[config.mk]
export PLATFORM = sky130hd
export DESIGN_NAME = fetch_pc_predictor
export DESIGN_NICKNAME = d
export VERILOG_FILES = /design/src/rtl/fetch_pc_predictor.sv
export SDC_FILE = /design/constraint.sdc
export NUM_CORES = 2
export LEC_CHECK = 0
export CORE_ASPECT_RATIO = 0.7
export CORE_MARGIN = 1.5
export CORE_UTILIZATION = 45
export DETAILED_ROUTE_END_ITERATION = 16
export DONT_BUFFER_PORTS = 1
export HOLD_SLACK_MARGIN = 0.08
export SLEW_MARGIN = 20
export SYNTH_ARGS = -nofsm -noshare
export SYNTH_HDL_FRONTEND = slang
export SYNTH_SLANG_ARGS = --single-unit
[constraint.sdc]
create_clock -name i_Clk -period 33.7 [get_ports i_Clk]
set_input_delay 5.055 -clock i_Clk [delete_from_list [all_inputs] [get_ports i_Clk]]
set_output_delay 5.055 -clock i_Clk [all_outputs]
set_load 0.01 [all_outputs]
[src/rtl/fetch_pc_predictor.sv]
// fetch_pc_predictor: fetch PC generator with direct-mapped BTB and 2-bit direction counters
//   i_Clk, i_Rst (async, active-high)  clock and reset
//   i_Stall                             hold the fetch PC
//   i_Ex_*                              resolved branch/jump from execute (valid, pc, new pc, prediction ok, taken)
//   o_PC / o_PPC / o_Pred_Taken         fetch PC, predicted next PC, prediction came from the BTB
//   o_Flush                             mispredict redirect this cycle
module fetch_pc_predictor #(
  parameter int WIDTH = 32,
  parameter int ENTRIES = 16,
  parameter logic [WIDTH-1:0] RESET_PC = '0
) (
  input  logic             i_Clk,
  input  logic             i_Rst,
  input  logic             i_Stall,
  input  logic             i_Ex_Valid,
  input  logic [WIDTH-1:0] i_Ex_PC,
  input  logic [WIDTH-1:0] i_Ex_New_PC,
  input  logic             i_Ex_PPC_Eq,
  input  logic             i_Ex_Taken,
  output logic [WIDTH-1:0] o_PC,
  output logic [WIDTH-1:0] o_PPC,
  output logic             o_Pred_Taken,
  output logic             o_Flush
);
  localparam int IDX = $clog2(ENTRIES);
  localparam int TW = WIDTH - IDX - 2;
  logic [WIDTH-1:0] pc_q, pc_d;
  logic             valid_q [ENTRIES];
  logic             valid_d [ENTRIES];
  logic [TW-1:0]    tag_q [ENTRIES];
  logic [TW-1:0]    tag_d [ENTRIES];
  logic [WIDTH-1:0] tgt_q [ENTRIES];
  logic [WIDTH-1:0] tgt_d [ENTRIES];
  logic [1:0]       ctr_q [ENTRIES];
  logic [1:0]       ctr_d [ENTRIES];
  logic [IDX-1:0]   lk_idx, ex_idx;
  logic [TW-1:0]    lk_tag, ex_tag;
  logic             lk_hit, ex_hit, mispredict;
  logic             unused_lsb;
  assign unused_lsb = ^i_Ex_PC[1:0];
  assign o_PC = pc_q;
  always_comb begin
    lk_idx = pc_q[IDX+1:2];
    lk_tag = pc_q[WIDTH-1:IDX+2];
    lk_hit = valid_q[lk_idx] && tag_q[lk_idx] == lk_tag;
    o_Pred_Taken = lk_hit && ctr_q[lk_idx][1];
    o_PPC = o_Pred_Taken ? tgt_q[lk_idx] : pc_q + WIDTH'(4);
    mispredict = i_Ex_Valid && !i_Ex_PPC_Eq;
    // reset dominates the redirect, so the flush is suppressed while it is held
    o_Flush = mispredict && !i_Rst;
    pc_d = mispredict ? i_Ex_New_PC : i_Stall ? pc_q : o_PPC;
  end
  // training reads pre-write contents; the fetch lookup above never sees this cycle's write
  always_comb begin
    ex_idx = i_Ex_PC[IDX+1:2];
    ex_tag = i_Ex_PC[WIDTH-1:IDX+2];
    ex_hit = valid_q[ex_idx] && tag_q[ex_idx] == ex_tag;
    valid_d = valid_q;
    tag_d = tag_q;
    tgt_d = tgt_q;
    ctr_d = ctr_q;
    if (i_Ex_Valid && i_Ex_Taken) begin
      valid_d[ex_idx] = 1'b1;
      tag_d[ex_idx] = ex_tag;
      tgt_d[ex_idx] = i_Ex_New_PC;
      ctr_d[ex_idx] = !ex_hit ? 2'b10 : ctr_q[ex_idx] == 2'b11 ? 2'b11 : ctr_q[ex_idx] + 2'd1;
    end else if (i_Ex_Valid && ex_hit) begin
      ctr_d[ex_idx] = ctr_q[ex_idx] == 2'b00 ? 2'b00 : ctr_q[ex_idx] - 2'd1;
    end
  end
  always_ff @(posedge i_Clk or posedge i_Rst) begin
    if (i_Rst) begin
      pc_q <= RESET_PC;
      for (int e = 0; e < ENTRIES; e++) begin
        valid_q[e] <= 1'b0;
        tag_q[e] <= '0;
        tgt_q[e] <= '0;
        ctr_q[e] <= 2'b01;
      end
    end else begin
      pc_q <= pc_d;
      valid_q <= valid_d;
      tag_q <= tag_d;
      tgt_q <= tgt_d;
      ctr_q <= ctr_d;
    end
  end
endmodule

==> impl_metrics.yaml <==
critical_path:
  worstPathArrival_ns: 7.36
  crit_required_ns: 28.64
  rr_worst_depth: 13
  rr_startpoint: "o_PC[3]"
  crit_path_start: "o_PC[3]"
  crit_type: "reg -> out"
  startpoint_type: "flop"
  end_kind: "output port"
  timing.rr.end: "o_PC[25]"
  critPathMaxFanout: 103
  ff2ff_setup_slack_ns: 26.75
  endpoint: "o_PPC[25]"
synth:
  yosysUniqueCellTypes: 83
  syn_area_sq_um: 50800
  synth-edff-count: 0
  syn_avg_cell_area_sq_um: 14.7
  synth_seq_area_share: 0.497
  synth_warnings: 0
  synth-seq-cells: 1008
  syn_inst: 3451
  async_flop_share: 1.00
  yosys_most_used_dff: "dfrtp_1"
  synth_fp_nets: 3522
detailed_routing:
  drc: 0
  via_per_inst: 6.46
  drt-met1-wl_microns: 67800
  routedWlPerCell_microns: 31.5
  ant_nets: 0
  drt-initial-drc-count: 3026
  routed_wl_microns: 154000
  drt_pass1_iterations: 8
  wl_met2_microns: 70800
  highest_layer: "met4"
  num_vias: 31577
  wl_met3_microns: 11400
clock_tree:
  cts_hold_buf: 0
  cts_sinks: 1008
  clk_path_buf_depth: 3
  clock_latency_ns: 0.71
  cts_inserted_buffers: 99
  cts_tree: "built"
  cts_setup_buffers: 0
  cts.htree.levels: 3
  cts.reportedPaths.clkPinSlew_ns: 0.07
  clockRootBuffer: "clkbuf_16"
  cts_resized: 0
floorplanning:
  start_util: 0.457
  die-area_sq_um: 115000
  fp.dieH_microns: 284
  die_w_microns: 405
  core_sq_um: 111000
  io_pins: 136
  rows: 102
timing:
  final_max_slew_viol_count: 0
  setup_tns_ns: 0
  final_hold_viol_count: 0
  post-route-min-period_ns: 12.41
  setup_viol: 0
  rsz0062_at_grt: "false"
  fmax_mhz: 80.6
  period_share: 0.368
  relSlewSlack: 0.207
  fin_ws_ns: 21.29
  skew_ns: 0.0245
  tightest_slew_ns: 1.19
finish:
  final_nets: 3367
  seqCellArea_sq_um: 25300
  drive_above_1_share: 0.471
  stdcell_count: 4888
  nFillCells: 9267
  multi_input_area_sq_um: 24000
  fin_area_sq_um: 55100
  area_growth_pct: 8.44
placement:
  gp_routability_congestion: 0.844
  hpwlAfterDp_microns: 92900
  dp.cells: 4702
  dp_worst_setup_slack_ns: 22.10
  dpl-instance-area_sq_um: 51800
  port_buffers: 0
worst_hold_path:
  hold_start: "valid_q[3]"
  hp-class: "reg -> reg"
global_routing:
  grt_pass1_vias: 32913
  grt.total_usage: 0.270
  grt_max_degree: 114
  antenna_found_initial: 2
  overflow: 0
  grt_pass1_wl_microns: 230000
power:
  finalPower_mw: 3.73
  p_leak_nw: 23.7
  ir_drop_mv: 0.0414
  power_per_cell_area_nw_per_um2: 67.7
flow_run:
  maxCapViolations: 0
outcome:
  status: "complete, no violations"
flip-flops by register name, summed over array words and instances (netlist names):
signal   flops
o_PC        32
ctr_q       32
tgt_q      512
valid_q     16
tag_q      416
metal layers:
metal | up-vias | track usage
met4 | 0 | 0.0695
met1 | 17276 | 0.392
met3 | 263 | 0.0563
met5 | - | 0
met2 | 1351 | 0.413
li1 | 12687 | -
stage by stage:
step / utilization / hold slack (ns)
4_1_cts: 0.495 / 0.499
5_1_grt: 0.495 / 0.510
3_3_place_gp: 0.465 / 0.473
2_1_floorplan: - / 0.452
6_report: 0.495 / 0.503
3_5_place_dp: 0.466 / 0.483
critical path: stages (launching register included):
cell and delay, ns:
dfrtp_4 1.00, buf_12 0.55, buf_4 0.72, mux4_2 0.59, a22o_1 0.29, a221oi_1 0.68
xor2_1 0.19, nand4_1 0.17, nor4_4 0.62, nand3_2 0.12, buf_4 0.39, inv_1 0.62
mux2_2 0.47
area by class of cell:
type                       count  area share
tap                         1508      0.0342
clock buffer                 147      0.0528
multi-input combinational   2090       0.436
clock inverter                36     0.00599
inverter                      31     0.00227
sequential                  1008       0.458
antenna                        2   0.0000908
timing repair buffer          66      0.0100
placed cells by master, fill, tap and decap left out, types with 28 or more instances in the layout:
cell type	netlist	routed
nor2_1	50	40
buf_4	20	58
clkbuf_16	0	101
o21ai_0	49	48
mux2_2	924	924
o22ai_1	29	29
mux2i_1	109	109
dfrtp_1	992	988
xnor2_1	48	48
nand3_1	76	76
mux4_2	339	339
nand2_1	140	137
xor2_1	28	28
Yosys cell counts (3+ instances only):
cell / n / area (sq um)
or2_2: 16 / 100
o311ai_0: 5 / 43.8
nand3_1: 76 / 380
xnor2_1: 48 / 420
clkbuf_1: 212 / 796
nand2b_1: 7 / 43.8
mux2i_1: 109 / 1090
and2_1: 9 / 56.3
o22ai_1: 29 / 181
a221oi_2: 5 / 75.1
dfrtp_1: 992 / 24800
mux2_4: 17 / 255
nand4_1: 19 / 119
mux4_1: 11 / 289
mux2_2: 924 / 10400
nand2_1: 140 / 526
inv_1: 29 / 109
o21ai_0: 49 / 245
buf_1: 21 / 78.8
o31ai_1: 4 / 30.0
a221oi_1: 15 / 131
a22oi_1: 27 / 203
o22a_1: 11 / 96.3
xor2_1: 28 / 245
a21o_1: 6 / 45.0
a31oi_1: 9 / 56.3
buf_12: 3 / 60.1
mux4_2: 339 / 7630
and3_1: 6 / 37.5
a21oi_1: 19 / 95.1
o22a_2: 5 / 50.1
buf_2: 43 / 215
buf_4: 20 / 150
buf_6: 18 / 203
dfstp_2: 16 / 420
nor2b_1: 5 / 31.3
nor2_1: 50 / 188
a22o_1: 21 / 184
nor3_1: 31 / 155
cell families after synthesis:
kind of cell / count (synthesis) / share of synthesized area
AND/OR/NAND/NOR: 384 / 0.0366
flip-flops: 1008 / 0.497
multiplexers: 1401 / 0.388
AO/OA/AOI/OAI: 228 / 0.0328
buffers and inverters: 353 / 0.0329
XOR/XNOR: 76 / 0.0131
adder cells (fa/ha/maj): 1 / 0.000246
worst min path at each step:
stage | endpoint | slack [ns] | cells after the start
2_1_floorplan | valid_q[11] | 0.45 | 1
3_3_place_gp | valid_q[11] | 0.47 | 1
3_5_place_dp | valid_q[14] | 0.48 | 1
4_1_cts | valid_q[3] | 0.50 | 1
5_1_grt | tgt_q[411] | 0.51 | 1
6_report | valid_q[3] | 0.50 | 1
where the power goes:
part	switching [mW]	internal, mW
logic	0.438	0.527
clock network	0.495	0.630
registers	0.191	1.45
total	1.12	2.61
Note: power is estimated with default switching activity, not from simulation.
